--- src/rtl/dma_arb_pkg.sv ---
// -----------------------------------------------------------------------------
// dma_arb_pkg
// Shared types and default constants for the two-requester DMA arbiter that
// sits in front of the openMSP430 DMA port.
//   state_t  : arbiter FSM states (IDLE, XFER, ERR)
//   owner_t  : requester id (0 or 1)
//   *_DEF    : default KMEM window, burst allowance and ready timeout
// -----------------------------------------------------------------------------
package dma_arb_pkg;

   localparam int ADDR_W  = 16;
   localparam int DATA_W  = 16;
   localparam int WE_W    = 2;
   localparam int BURST_W = 4;
   localparam int WAIT_W  = 8;

   // Arbiter FSM states
   typedef enum logic [1:0] {
      IDLE = 2'd0,
      XFER = 2'd1,
      ERR  = 2'd2
   } state_t;

   // Requester id
   typedef logic owner_t;

   localparam owner_t OWNER0 = 1'b0;
   localparam owner_t OWNER1 = 1'b1;

   // Protected key-memory window and arbitration defaults
   localparam logic [ADDR_W-1:0]  KMEM_BASE_DEF = 16'hFEFE;
   localparam logic [ADDR_W-1:0]  KMEM_SIZE_DEF = 16'h0040;
   localparam logic [BURST_W-1:0] MAX_BURST_DEF = 4'd8;
   localparam logic [WAIT_W-1:0]  TIMEOUT_DEF   = 8'd255;

endpackage

--- src/rtl/kmem_window_chk.sv ---
// -----------------------------------------------------------------------------
// kmem_window_chk
// Purely combinational check of whether a byte address falls inside the
// protected key-memory window [i_base, i_base + i_size). Shared with the other
// bus monitors so every block agrees on the window boundaries.
//   i_addr      : byte address under test
//   i_base      : first protected byte address
//   i_size      : window size in bytes
//   o_in_window : 1 when i_addr lies inside the window
// -----------------------------------------------------------------------------
module kmem_window_chk
   import dma_arb_pkg::*;
(
   input  logic [ADDR_W-1:0] i_addr,
   input  logic [ADDR_W-1:0] i_base,
   input  logic [ADDR_W-1:0] i_size,
   output logic              o_in_window
);

   logic [ADDR_W:0] w_addr_ext;
   logic [ADDR_W:0] w_lo;
   logic [ADDR_W:0] w_hi;

   // The upper bound is formed one bit wider so a window that runs past
   // 16'hFFFF does not wrap around to low addresses.
   assign w_addr_ext  = {1'b0, i_addr};
   assign w_lo        = {1'b0, i_base};
   assign w_hi        = {1'b0, i_base} + {1'b0, i_size};
   assign o_in_window = (w_addr_ext >= w_lo) && (w_addr_ext < w_hi);

endmodule

--- src/rtl/dma_arbiter.sv ---
// -----------------------------------------------------------------------------
// dma_arbiter
// Shares the single openMSP430 DMA port between two masters with round-robin
// fairness and a bounded burst allowance. Transfers aimed at the key-memory
// window are answered with an error pulse and never reach the bus; every bus
// transfer is bounded by a ready timeout.
// Ports:
//   i_clk, i_reset_n          : clock, asynchronous active-low reset
//   i_req0/1                  : transfer request, held with attributes until
//                               gnt or err
//   i_addr0/1, i_we0/1,
//   i_wdata0/1                : transfer attributes (we = 0 means read)
//   o_gnt0/1                  : transfer completed, one-cycle pulse
//   o_err0/1                  : transfer rejected or timed out, one-cycle pulse
//   o_rdata                   : read data, valid while a gnt pulse is high
//   i_lock                    : blocks new grants, in-flight transfer finishes
//   o_dma_en, o_dma_addr,
//   o_dma_we, o_dma_din       : DMA request to the core
//   i_dma_dout, i_dma_ready   : DMA response from the core
// -----------------------------------------------------------------------------
module dma_arbiter
   import dma_arb_pkg::*;
#(
   parameter logic [ADDR_W-1:0]  KMEM_BASE = KMEM_BASE_DEF,
   parameter logic [ADDR_W-1:0]  KMEM_SIZE = KMEM_SIZE_DEF,
   parameter logic [BURST_W-1:0] MAX_BURST = MAX_BURST_DEF,
   parameter logic [WAIT_W-1:0]  TIMEOUT   = TIMEOUT_DEF
)(
   input  logic              i_clk,
   input  logic              i_reset_n,
   input  logic              i_req0,
   input  logic              i_req1,
   input  logic [ADDR_W-1:0] i_addr0,
   input  logic [ADDR_W-1:0] i_addr1,
   input  logic [WE_W-1:0]   i_we0,
   input  logic [WE_W-1:0]   i_we1,
   input  logic [DATA_W-1:0] i_wdata0,
   input  logic [DATA_W-1:0] i_wdata1,
   output logic              o_gnt0,
   output logic              o_gnt1,
   output logic              o_err0,
   output logic              o_err1,
   output logic [DATA_W-1:0] o_rdata,
   input  logic              i_lock,
   output logic              o_dma_en,
   output logic [ADDR_W-1:0] o_dma_addr,
   output logic [WE_W-1:0]   o_dma_we,
   output logic [DATA_W-1:0] o_dma_din,
   input  logic [DATA_W-1:0] i_dma_dout,
   input  logic              i_dma_ready
);

   state_t              r_state;
   state_t              w_state_nxt;
   owner_t              r_owner;
   owner_t              r_last_owner;
   logic [BURST_W-1:0]  r_burst_cnt;
   logic [BURST_W-1:0]  w_burst_nxt;
   logic [WAIT_W-1:0]   r_wait_cnt;
   logic [ADDR_W-1:0]   r_addr;
   logic [WE_W-1:0]     r_we;
   logic [DATA_W-1:0]   r_wdata;

   logic [1:0]          w_req;
   owner_t              w_other;
   owner_t              w_sel;
   logic                w_keep;
   logic                w_start;
   logic                w_timeout;
   logic                w_sel_in_kmem;
   logic [ADDR_W-1:0]   w_sel_addr;
   logic [WE_W-1:0]     w_sel_we;
   logic [DATA_W-1:0]   w_sel_wdata;

   assign w_req     = {i_req1, i_req0};
   assign w_other   = ~r_last_owner;
   assign w_start   = (r_state == IDLE) && !i_lock && (|w_req);
   assign w_timeout = (r_wait_cnt == TIMEOUT);

   // Owner selection. A burst count of zero means nobody has been granted
   // since reset, so the last-owner default of 1 only acts as a tie-breaker
   // that hands the first contested grant to requester 0.
   always_comb begin
      w_keep = (r_burst_cnt != '0) && (r_burst_cnt < MAX_BURST) && w_req[r_last_owner];
      if (w_keep) begin
         w_sel = r_last_owner;
      end else if (w_req[w_other]) begin
         w_sel = w_other;
      end else begin
         w_sel = r_last_owner;
      end
   end

   // Burst accounting. When the owner has used its allowance but the other
   // requester is idle, the owner keeps going and the count saturates.
   always_comb begin
      if (w_sel != r_last_owner) begin
         w_burst_nxt = BURST_W'(1);
      end else if (r_burst_cnt < MAX_BURST) begin
         w_burst_nxt = r_burst_cnt + BURST_W'(1);
      end else begin
         w_burst_nxt = r_burst_cnt;
      end
   end

   assign w_sel_addr  = (w_sel == OWNER1) ? i_addr1  : i_addr0;
   assign w_sel_we    = (w_sel == OWNER1) ? i_we1    : i_we0;
   assign w_sel_wdata = (w_sel == OWNER1) ? i_wdata1 : i_wdata0;

   kmem_window_chk u_kmem_chk (
      .i_addr      (w_sel_addr),
      .i_base      (KMEM_BASE),
      .i_size      (KMEM_SIZE),
      .o_in_window (w_sel_in_kmem)
   );

   // State, ownership and latched transfer attributes. All DMA outputs are
   // decoded from these registers, so the asynchronous reset silences the bus
   // immediately without issuing gnt or err for an aborted transfer.
   always_ff @(posedge i_clk or negedge i_reset_n) begin
      if (!i_reset_n) begin
         r_state      <= IDLE;
         r_owner      <= OWNER0;
         r_last_owner <= OWNER1;
         r_burst_cnt  <= '0;
         r_wait_cnt   <= '0;
         r_addr       <= '0;
         r_we         <= '0;
         r_wdata      <= '0;
      end else begin
         r_state <= w_state_nxt;
         if (w_start) begin
            r_owner      <= w_sel;
            r_last_owner <= w_sel;
            r_burst_cnt  <= w_burst_nxt;
            r_addr       <= w_sel_addr;
            r_we         <= w_sel_we;
            r_wdata      <= w_sel_wdata;
            r_wait_cnt   <= '0;
         end else if (r_state == XFER) begin
            r_wait_cnt <= r_wait_cnt + WAIT_W'(1);
         end
      end
   end

   // Next-state and output decode. Completion and error pulses are combinational
   // so gnt lines up with dma_ready and rdata in the same cycle. A timed-out
   // transfer drops dma_en in the cycle the error is reported.
   always_comb begin
      w_state_nxt = r_state;
      o_dma_en    = 1'b0;
      o_dma_addr  = '0;
      o_dma_we    = '0;
      o_dma_din   = '0;
      o_gnt0      = 1'b0;
      o_gnt1      = 1'b0;
      o_err0      = 1'b0;
      o_err1      = 1'b0;
      o_rdata     = '0;
      case (r_state)
         IDLE: begin
            if (w_start) begin
               w_state_nxt = w_sel_in_kmem ? ERR : XFER;
            end
         end
         XFER: begin
            if (w_timeout) begin
               o_err0      = (r_owner == OWNER0);
               o_err1      = (r_owner == OWNER1);
               w_state_nxt = IDLE;
            end else begin
               o_dma_en   = 1'b1;
               o_dma_addr = r_addr;
               o_dma_we   = r_we;
               o_dma_din  = r_wdata;
               if (i_dma_ready) begin
                  o_gnt0      = (r_owner == OWNER0);
                  o_gnt1      = (r_owner == OWNER1);
                  o_rdata     = i_dma_dout;
                  w_state_nxt = IDLE;
               end
            end
         end
         ERR: begin
            o_err0      = (r_owner == OWNER0);
            o_err1      = (r_owner == OWNER1);
            w_state_nxt = IDLE;
         end
         default: begin
            w_state_nxt = IDLE;
         end
      endcase
   end

endmodule

--- config.mk ---
export PLATFORM = sky130hd
export DESIGN_NAME = dma_arbiter
export DESIGN_NICKNAME = d
export VERILOG_FILES = /design/src/rtl/dma_arb_pkg.sv /design/src/rtl/kmem_window_chk.sv /design/src/rtl/dma_arbiter.sv
export SDC_FILE = /design/constraint.sdc
export NUM_CORES = 1
export LEC_CHECK = 0
export BUFFER_PORTS_ARGS = -buffer_cell sky130_fd_sc_hd__clkbuf_2
export CORE_MARGIN = 4
export CORE_UTILIZATION = 47
export CTS_CLUSTER_SIZE = 14
export DETAILED_ROUTE_END_ITERATION = 8
export PLACE_DENSITY = 0.86
export SLEW_MARGIN = 20
export SYNTH_ARGS = -nofsm -noshare
export SYNTH_HDL_FRONTEND = slang
export SYNTH_SLANG_ARGS = --single-unit
--- constraint.sdc ---
create_clock -name i_clk -period 2 [get_ports i_clk]
set_input_delay 0.2 -clock i_clk [delete_from_list [all_inputs] [get_ports i_clk]]
set_output_delay 0.2 -clock i_clk [all_outputs]
set_load 0.05 [all_outputs]
# Yosys cells after proc, flatten, opt, wreduce, memory -nomap -nowiden
# Cells that the tools add are included.
dict set report classes {
  n_lt_le_gt_ge 5
  mux 39
  addsub 2
  n_reduce_logical 13
  eq_ne 6
  n_bitwise 2
}
# op n
set op_table {}
lappend op_table {{two-way mux 16 bit} 9}
lappend op_table {{>= comparator 16 bit, second input constant} 1}
lappend op_table {{< comparator 16 bit, second input constant} 1}
lappend op_table {{two-way mux 1 bit} 16}
lappend op_table {{two-way mux 8 bit} 2}
lappend op_table {{two-way mux 2 bit} 7}
lappend op_table {{adder 8 x 1 -> 8 bit, second input constant} 1}
lappend op_table {{equality test 8 bit, second input constant} 1}
lappend op_table {{two-way mux 4 bit} 2}
lappend op_table {{logical AND 1 bit} 5}
lappend op_table {{adder 4 x 1 -> 4 bit, second input constant} 1}
lappend op_table {{< comparator 1 x 2 -> 1 bit, second input constant} 2}
lappend op_table {{< comparator 4 bit, second input constant} 1}
lappend op_table {{one-hot mux 1 bit (2 select lines)} 2}
lappend op_table {{one-hot mux 2 bit (2 select lines)} 1}
lappend op_table {{AND reduction 2 bit} 2}
lappend op_table {{nonzero test 2 bit} 2}
lappend op_table {{nonzero test 4 bit} 1}
lappend op_table {{!= test 3 bit, second input constant} 1}
lappend op_table {{equality test 2 x 1 -> 1 bit, second input constant} 1}
lappend op_table {{equality test 2 bit, second input constant} 1}
lappend op_table {{zero test 2 bit} 1}
lappend op_table {{!= test 2 bit, second input constant} 1}
lappend op_table {{inverter 1 bit} 2}
lappend op_table {{3 further kinds} 3}
dict set report word_totals {
  wordCells 75
  in_bits 90
  register_bits 50
}

# Depth between registers and ports, before layout
# Gate-level depths: netlist of the first run.
dict set report depth {
  ltp_word 11
  ltp_mapped 9
  mapped_depth_nobuf 7
}

# Modules after synthesis
# Synthesis of the first run repeated with hierarchy kept, for this count alone.
dict set report unflattened {
  hier_cells 478
  hier_area_um2 4413.0
}
# mod seq_area_each_um2 n_inst cells_each area_per_inst_um2
set modules_own_cells {}
lappend modules_own_cells {dma_arbiter 1252.5 1 293 2982.9}
lappend modules_own_cells {kmem_window_chk 0.0 1 185 1430.1}

# Worst setup path before layout of the first run
# No wires, ideal clock.
dict set report synth_path {
  kind {reg2out}
  start {reg r_wait_cnt[3]}
  end {out o_rdata[10]}
  required_ns 1.800
  stages_incl_launch_ff 7
  slack_ns -0.346
  path_buffers 1
  arrival_ns 2.146
  cell_sequence {dfrtp_1 and4_1 nand4_2 nand2_1 inv_1 clkbuf_1 and3_1}
}
dict set report synth_between {
  elab_chain_len 3
}
# element line_no
set synth_lines {}
lappend synth_lines {{start: declaration} dma_arbiter.sv:59} ;# logic [WAIT_W-1:0] r_wait_cnt;
lappend synth_lines {{start signal: assignment} dma_arbiter.sv:141} ;# r_wait_cnt <= r_wait_cnt + WAIT_W'(1);
lappend synth_lines {{equality test 8 bit} dma_arbiter.sv:78} ;# assign w_timeout = (r_wait_cnt == TIMEOUT);
lappend synth_lines {{two-way mux 16 bit} dma_arbiter.sv:167} ;# if (w_timeout) begin
lappend synth_lines {{two-way mux 16 bit} dma_arbiter.sv:160} ;# case (r_state)
lappend synth_lines {{end: declaration} dma_arbiter.sv:43} ;# output logic [DATA_W-1:0] o_rdata,
# No other way between the ends.

# Final worst setup path of the first run
dict set report layout_path {
  start {reg r_wait_cnt[4]}
  end {out o_rdata[1]}
}
# The elaborated chain is that of the path after synthesis.

==> impl_metrics.json, run 1 <==
{
  "status": "finished clean",
  "swShare": 0.473,
  "antennaDiodeCount": 0,
  "yosysWarnings": 0,
  "cp-start-kind": "register",
  "timing.rr.end": "r_wdata[13]",
  "muxShareOfSynthArea": 0.124,
  "hold_violations": 0,
  "cts_buffers": 5,
  "firstDrtPassIters": 4,
  "worstHoldEndpoint": "r_wdata[3]",
  "synth_flop_cell": "dfrtp_1",
  "nets": 584,
  "htree_levels": 2,
  "vdd_drop_max_v": 0.000816,
  "rsz0062_at_grt": "true",
  "ios": 145,
  "gp_congestion": 0.883,
  "clk_pin_slew_worst_paths_ps": 90,
  "die_x_um": 87.7,
  "coreArea_mm2": 0.00603,
  "grt_max_degree": 35,
  "synth_cells": 326,
  "cts_tree": "built",
  "async_flop_share": 1.00,
  "combinationalPowerShare": 0.622,
  "synth_compound_area_frac": 0.120,
  "r2r_start": "r_last_owner",
  "arrival_ps": 1760,
  "finalCriticalPeriod_ps": 1960,
  "netSwitchingPower_mw": 2.91,
  "synth.distinct_cells": 38,
  "grt_pass1_vias": 2999,
  "min_delay_path_depth": 3,
  "tightest_slew_ps": 620,
  "drive_above_1_share": 0.431,
  "syn_avg_cell_area_um2": 9.15,
  "seq_area_frac_synth": 0.420,
  "syn_to_final_growth_pct": 48.5,
  "synth_top_family_by_area": "simple AND/OR/NAND/NOR gates",
  "clock_latency_ps": 300,
  "initial_core_util": 0.495,
  "fin_cells": 564,
  "ys_ff_latch": 50,
  "grt_use_total": 0.219,
  "drt_iter0_drc": 181,
  "holdWs_ps": 166,
  "pwr-share-clk": 0.098,
  "drv_slew": 0,
  "routed_via_density": 5.54,
  "hold_class": "input port to register",
  "seq_power_share": 0.281,
  "synth_area_leader_cell": "dfrtp_1",
  "overflow": 0,
  "dieArea_mm2": 0.00769,
  "grt_pass1_wl_um": 13600,
  "timing.slew.headroom": 0.587,
  "max_cap_viol_count": 0,
  "cp_max_fo": 5,
  "cp-end-kind": "output pin",
  "ys_top_cells_by_area": "dfrtp_1, mux2i_1, and3_1",
  "synth.most_common_cell": "and3_1",
  "synthSimpleGateAreaFrac": 0.232,
  "clock-skew-final_ps": 6.17,
  "rrSetupSlack_ps": 70,
  "root_buffer": "clkbuf_8",
  "syn_area_mm2": 0.00298,
  "std_cell_rows": 28,
  "clockBufferDepth": 2,
  "antenna_found_initial": 0,
  "setup_viol": 0,
  "timing.fmax_mhz": 512,
  "dpl.hpwl_um": 6150,
  "synth_common_cells": "and3_1, dfrtp_1, nand2_1",
  "synth_edf_count": 0,
  "synth_top_area_share": 0.411,
  "worstHoldStart": "i_wdata1[3]",
  "synth_xor_area_frac": 0.0147,
  "wl_per_cell_um": 15.8,
  "reg2reg_depth": 7,
  "drc": 0,
  "dieHeight_um": 87.7,
  "place_inst": 532,
  "startpoint": "r_wait_cnt[4]",
  "cts_sinks": 50,
  "design_power_total_mw": 6.15,
  "wl_um": 8910,
  "synth_fa_ha_area_frac": 0.0252,
  "power_density_mw_per_mm2": 1390,
  "p_leak_nw": 2.43,
  "fin_crit_sh": 0.978,
  "ant_nets": 0,
  "num_vias": 3125,
  "critPathRequiredTime_ps": 1800,
  "port_buffers": 144,
  "crit_type": "register to output pin",
  "power.internal_mw": 3.24,
  "synth_fp_nets": 422,
  "final_util": 0.735
}
[placed cells by master, fill, tap and decap left out, types with 4 or more instances in the layout]
cell / synthesis / final
inv_1: 11 / 9
buf_12: 3 / 12
ha_1: 6 / 4
or3_1: 4 / 4
and3_2: 0 / 9
clkbuf_4: 0 / 4
clkbuf_2: 0 / 98
nand3_1: 4 / 4
and3_1: 54 / 44
nor2_1: 10 / 8
a21oi_1: 5 / 5
buf_6: 2 / 10
mux2i_1: 37 / 35
dfrtp_1: 49 / 49
xor2_1: 4 / 4
nand2_1: 44 / 43
o21ai_0: 17 / 16
buf_2: 0 / 17
clkinvlp_4: 0 / 4
clkbuf_8: 0 / 6
buf_4: 0 / 29
o21ai_1: 28 / 28
nand4_1: 5 / 5
[cells by family (layout without fill, tap and decap cells)]
group                      count (synthesis)  after routing
xor gates and xnor gates                   5              5
AOI/OAI and AO/OA                         63             63
and+or+nand+nor                          131            131
buffers and inverters                     34            197
DFF                                       50             50
muxes                                     37             37
adders and majority gates                  6              6
[worst max-delay path: stages (launching register included)]
cell and delay (ps):
dfrtp_1 380, and4_4 250, nand4_4 150, nand2_8 160, clkinvlp_4 120, and3_1 210
buf_4 190
[sequential cells by signal, summed over array words and instances, names as in the netlist]
name / cells
r_addr: 16
r_wdata: 16
r_wait_cnt: 8
r_burst_cnt: 4
r_state: 2
r_we: 2
r_last_owner: 1
r_owner: 1
[through the flow]
step	TNS [ps]	setup WS, ps	area, µm²
finish	0	45.0	4430
global route	-216	-48.1	4430
CTS	0	0.869	4150
detailed placement	-93.7	-58.8	3920
global placement	0	58.6	3920
floorplan	0	59.3	3000
[how the worst max path moves through the flow]
stage                           to  slack (ps)  cells past startpoint
detailed placement      r_state[0]         -60                      8
floorplan              o_rdata[10]          60                      6
global placement        r_state[0]          60                      8
CTS                    o_dma_we[1]         0.9                      5
finish                  o_rdata[1]          40                      6
global route        r_burst_cnt[2]         -50                      7
[what timing repair did]
| item | 4_1_cts | 5_1_grt |
|---|---|---|
| resized for setup | 22 | 78 |
| setup buffers | 7 | 11 |
| endpoints found under the setup margin | 59 | 73 |
| cloned | 1 | 4 |
| pin swaps | 1 | 5 |
| hold buffers | 1 | 0 |
| hold endpoints to repair | 22 | 0 |
[power groups by stage]
stage                     registers [mW]  clock network (mW)  logic (mW)
after floorplan                     1.63                   0        2.50
after global placement              1.68                   0        3.25
after detailed placement            1.71                   0        3.32
after CTS                           1.69               0.618        3.44
after global routing                1.77               0.647        4.10
final                               1.73               0.601        3.82
[layer usage]
metal,share of wire,vias to the layer above,global-route usage
li1,-,1482,-
met1,0.41,1490,0.281
met2,0.51,139,0.379
met3,0.074,14,0.0470
met4,0.011,0,0.0516
met5,0,-,0
[final cells by class]
cell class | count | area [µm²]
multi-input cells | 242 | 1660
flip-flops and latches | 50 | 1250
fillers | 434 | 1600
repair buffers | 175 | 1270
clock buffers | 7 | 86.3
repair inverters | 3 | 22.5
clock inverters | 1 | 5.00
well taps | 75 | 93.8
inverters | 11 | 45.0
Note: power is estimated with default switching activity, not from simulation.
==> run 2, diff against run 1 <==
==> constraint.sdc (replaced) <==
create_clock -name i_clk -period 2 [get_ports i_clk]
set_input_delay 0.2 -clock i_clk [delete_from_list [all_inputs] [get_ports i_clk]]
set_output_delay 0.2 -clock i_clk [all_outputs]
set_load 0.1 [all_outputs]
==> impl_metrics.json, run 2 (same netlist as run 1, synthesis figures left out) <==
{
  "status": "finished with violations",
  "violations": "negative hold slack, negative setup slack",
  "cts_buffers": 5,
  "overflow": 0,
  "root_buffer": "clkbuf_8",
  "num_vias": 3325,
  "wl_per_cell_um": 19.8,
  "mostFrequentLayoutCells": "clkbuf_2, buf_12, dfrtp_1",
  "antennaDiodeCount": 0,
  "reg2reg_depth": 7,
  "clock_latency_ps": 310,
  "hold_class": "input port to async pin",
  "drv_slew": 0,
  "grt-busiest-layer": "met2",
  "netSwitchingPower_mw": 4.40,
  "use_met3": 0.0574,
  "cp-end-kind": "register",
  "arrival_ps": 2360,
  "crit_buf_inv": 2,
  "nets": 581,
  "power.internal_mw": 3.98,
  "drive_above_1_share": 0.514,
  "use_met1": 0.294,
  "timing.rr.end": "r_state[0]",
  "port_buffers": 144,
  "cp-start-kind": "register",
  "pwr-share-clk": 0.075,
  "clk_pin_slew_worst_paths_ps": 90,
  "critPathRequiredTime_ps": 2260,
  "timing.slew.headroom": 0.581,
  "firstDrtPassIters": 5,
  "crit_type": "register to register",
  "htree_levels": 2,
  "holdWs_ps": -28.7,
  "cp-endpoint": "r_state[0]",
  "routed_via_density": 5.93,
  "top_regs": "r_addr (16), r_wdata (16), r_wait_cnt (8)",
  "die_x_um": 87.7,
  "timing.final.ws_setup_ps": -104,
  "grt_use_met2": 0.460,
  "grt_max_degree": 51,
  "grt_use_total": 0.253,
  "startpoint": "r_burst_cnt[0]",
  "clock-skew-final_ps": 6.86,
  "swShare": 0.525,
  "combinationalPowerShare": 0.715,
  "crit_slowest_cell": "dfrtp_1",
  "slowest_delay_ps": 390,
  "clockBufferDepth": 2,
  "dieHeight_um": 87.7,
  "mostFrequentLayoutCell": "clkbuf_2",
  "tightest_slew_ps": 629,
  "initial_core_util": 0.495,
  "fin_crit_sh": 1.05,
  "p_leak_nw": 2.51,
  "ios": 145,
  "dpl.hpwl_um": 6780,
  "critPathTopFamily": "compound AO/OA/AOI/OAI gates",
  "std_cell_rows": 28,
  "final_util": 0.846,
  "max_cap_viol_count": 0,
  "crit_cells": 7,
  "timing.fmax_mhz": 475,
  "wl_um": 11100,
  "r2r_start": "r_burst_cnt[0]",
  "place_ws_ps": -20.4,
  "fill_cells": 294,
  "ant_nets": 0,
  "ctsHoldBuffers": 0,
  "rsz0062_at_grt": "true",
  "cp_max_fo": 4,
  "cts_tree": "built",
  "power_density_mw_per_mm2": 1640,
  "finalCriticalPeriod_ps": 2100,
  "syn_to_final_growth_pct": 70.9,
  "drt_iter0_drc": 273,
  "setup_viol": 13,
  "hold_violations": 40,
  "vdd_drop_max_v": 0.00142,
  "crit_chain": "inv_1 > ha_1 > a221o_1 > a21oi_4 > buf_6 > mux2i_1 > a22o_1",
  "grt_pass1_wl_um": 15400,
  "seq_power_share": 0.209,
  "grt_pass1_vias": 3270,
  "coreArea_mm2": 0.00603,
  "cts_sinks": 50,
  "rrSetupSlack_ps": -100,
  "dieArea_mm2": 0.00769,
  "antenna_found_initial": 0,
  "drc": 0,
  "gp_congestion": 0.849
}
-- run 2: power groups by stage --
stage / clock network [mW] / logic [mW] / registers (mW)
2_1_floorplan: 0 / 3.71 / 1.63
3_3_place_gp: 0 / 5.31 / 1.67
3_5_place_dp: 0 / 5.42 / 1.71
4_1_cts: 0.621 / 5.56 / 1.70
5_1_grt: 0.668 / 6.23 / 1.78
6_report: 0.631 / 5.99 / 1.76
-- run 2: worst min path at each step --
stage / startpoint / endpoint / slack, ps / depth (start not counted)
5_1_grt: i_reset_n / r_addr[11] / 40 / 2
3_3_place_gp: i_reset_n / r_addr[6] / 340 / 2
4_1_cts: i_reset_n / r_addr[11] / 10 / 2
3_5_place_dp: i_reset_n / r_addr[8] / 340 / 2
2_1_floorplan: i_reset_n / r_addr[0] / -100 / 0
6_report: i_reset_n / r_wdata[6] / -30 / 2
-- run 2: timing repair --
item,4_1_cts,5_1_grt
setup buffers,3,12
pin swaps,1,3
setup endpoints to repair,74,90
gates cloned,3,1
gates resized for setup,14,29
endpoints found under the hold margin,0,0
-- run 2: worst reg2reg max path, stage by stage (launching register included) --
cell	delay, ps
dfrtp_1	390
inv_1	90
ha_1	240
a221o_1	360
a21oi_4	230
buf_6	150
mux2i_1	390
a22o_1	200
-- run 2: final cells by class --
cell class	count	area [µm²]	share of cell area
Clock buffer	7	86.3	0.0169
Sequential cell	50	1250	0.246
Clock inverter	1	5.00	0.000981
Timing Repair inverter	3	22.5	0.00442
Tap cell	75	93.8	0.0184
Inverter	11	45.0	0.00883
Multi-Input combinational cell	242	1790	0.352
Timing Repair Buffer	172	1800	0.353
-- run 2: through the flow --
stage	cell area (µm²)	instances	hold slack, ps	TNS, ps	power [mW]
4_1_cts	4850	548	10.8	-23.4	7.88
3_5_place_dp	4660	534	343	-40.6	7.13
5_1_grt	5100	561	41.8	-3410	8.68
2_1_floorplan	3080	326	-95.6	-261	5.34
3_3_place_gp	4660	534	337	0	6.98
6_report	5100	561	-28.7	-470	8.38
-- run 2: layer usage --
layer	wire length, µm	share of wire	up-vias
met2	5830	0.53	223
li1	-	-	1471
met1	3820	0.34	1586
met3	978	0.088	45
met5	0	0	-
met4	471	0.042	0
==> run 3, diff against run 2 <==
Settings changed: CTS_CLUSTER_SIZE 14 to 24, SETUP_SLACK_MARGIN set to 0.15.
==> impl_metrics.json, run 3 (same netlist as run 1, synthesis figures left out) <==
{
  "place_inst": 531,
  "reg2reg_depth": 8,
  "grt_pass1_wl_um": 17200,
  "drc": 0,
  "port_buffers": 144,
  "root_buffer": "clkbuf_8",
  "crit_chain": "inv_2 > a221o_1 > a21oi_4 > buf_12 > buf_4 > clkbuf_16 > mux2i_1 > o21ai_1",
  "mostFrequentLayoutCells": "clkbuf_2, buf_12, and3_4",
  "rsz0062_at_grt": "true",
  "syn_to_final_growth_pct": 87.6,
  "tightest_slew_ps": 651,
  "cts_tree": "built",
  "arrival_ps": 2340,
  "timing.slew.headroom": 0.563,
  "hold_violations": 6,
  "timing.rr.end": "r_wdata[14]",
  "cp-endpoint": "r_wdata[14]",
  "coreArea_mm2": 0.00603,
  "wl_um": 15300,
  "slowest_delay_ps": 600,
  "timing.fmax_mhz": 467,
  "violations": "negative hold slack, negative setup slack",
  "timing.final.ws_setup_ps": -143,
  "routed_via_density": 6.63,
  "vdd_drop_max_v": 0.00136,
  "antennaDiodeCount": 0,
  "setup_viol": 43,
  "nets": 599,
  "cts_sinks": 50,
  "fin_cells": 579,
  "cp_max_fo": 5,
  "final_area_mm2": 0.00560,
  "dieHeight_um": 87.7,
  "cts_buffers": 5,
  "dieArea_mm2": 0.00769,
  "grt_max_degree": 75,
  "ctsHoldBuffers": 0,
  "clock-skew-final_ps": 7.05,
  "drv_slew": 0,
  "wl_per_cell_um": 26.5,
  "r2r_start": "r_last_owner",
  "cp-end-kind": "register",
  "initial_core_util": 0.495,
  "antenna_found_initial": 1,
  "crit_slowest_cell": "dfstp_2",
  "gp_congestion": 0.923,
  "grt_pass1_vias": 3459,
  "critPathRequiredTime_ps": 2190,
  "clockBufferDepth": 2,
  "cp-start-kind": "register",
  "die_x_um": 87.7,
  "crit_type": "register to register",
  "power_density_mw_per_mm2": 1700,
  "num_vias": 3839,
  "status": "finished with violations",
  "htree_levels": 2,
  "drt_iter0_drc": 495,
  "top_regs": "r_addr (16), r_wdata (16), r_wait_cnt (8)",
  "grt_use_total": 0.285,
  "max_cap_viol_count": 0,
  "std_cell_rows": 28,
  "rrSetupSlack_ps": -140,
  "drive_above_1_share": 0.569,
  "placed_cell_area_mm2": 0.00469,
  "dpl.hpwl_um": 7380,
  "clk_pin_slew_worst_paths_ps": 100,
  "mostFrequentLayoutCell": "clkbuf_2",
  "finalCriticalPeriod_ps": 2140,
  "holdWs_ps": -9.95,
  "fin_crit_sh": 1.07,
  "ios": 145,
  "p_leak_nw": 2.64,
  "overflow": 0,
  "hold_class": "input port to async pin",
  "clock_latency_ps": 310,
  "firstDrtPassIters": 6,
  "startpoint": "r_last_owner",
  "ant_nets": 0
}
## run 3: cell types whose count changed in the layout (fill, tap and decap cells not counted), sizes merged
cell      previous run  this run
buf                 82       101
inv                 10        11
clkbuf              97        99
clkinvlp             4         0
## run 3: area by class of cell
class                      count  area [µm²]
tap                           75        93.8
inverter                      11        48.8
timing repair buffer         193        2100
sequential                    50        1250
clock inverter                 1        5.00
clock buffer                   7        86.3
multi-input combinational    242        2010
fill                         165         428
## run 3: critical path, delay by kind of cell (launching register included)
| kind | cells | cell delay [ps] |
|---|---|---|
| buf+inv | 4 | 480 |
| compound gates | 3 | 690 |
| mux | 1 | 240 |
| flops | 1 | 600 |
## run 3: worst min-delay path by stage
stage,startpoint,to,slack [ps]
final,i_reset_n,r_addr[7],-10
after global routing,i_reset_n,r_addr[13],60
after floorplan,i_reset_n,r_addr[0],-100
after global placement,i_reset_n,r_addr[7],340
after CTS,i_reset_n,r_addr[7],20
after detailed placement,i_reset_n,r_addr[13],350
## run 3: where the power goes
part           total, mW  switching [mW]  leakage, nW  internal, mW
Clock              0.638           0.358       0.0482         0.280
Combinational       6.99            4.14         1.96          2.86
Sequential          1.88           0.444        0.626          1.44
## run 3: through the flow
| step | power (mW) | hold WS (ps) | setup WS (ps) | setup TNS, ps | util |
|---|---|---|---|---|---|
| after global routing | 9.69 | 56.9 | -140 | -2180 | 0.929 |
| after floorplan | 5.38 | -95.6 | -74.7 | -149 | - |
| final | 9.51 | -9.95 | -143 | -1700 | 0.929 |
| after detailed placement | 7.19 | 349 | -66.5 | -89.6 | 0.778 |
| after global placement | 7.02 | 338 | 57.5 | 0 | 0.778 |
| after CTS | 8.15 | 19.8 | 92.9 | 0 | 0.837 |
## run 3: layer usage
layer	global-route usage	wire, µm
met1	0.305	5020
met2	0.535	7280
met3	0.0611	1850
met4	0.126	1170
met5	0	13
## run 3: timing repair
| item | CTS | global route |
|---|---|---|
| buffers inserted | 16 | 18 |
| hold endpoints to repair | 0 | 0 |
| resized for setup | 29 | 80 |
| endpoints found under the setup margin | 94 | 96 |
| cloned | 1 | 5 |
| pin swaps | 8 | 22 |
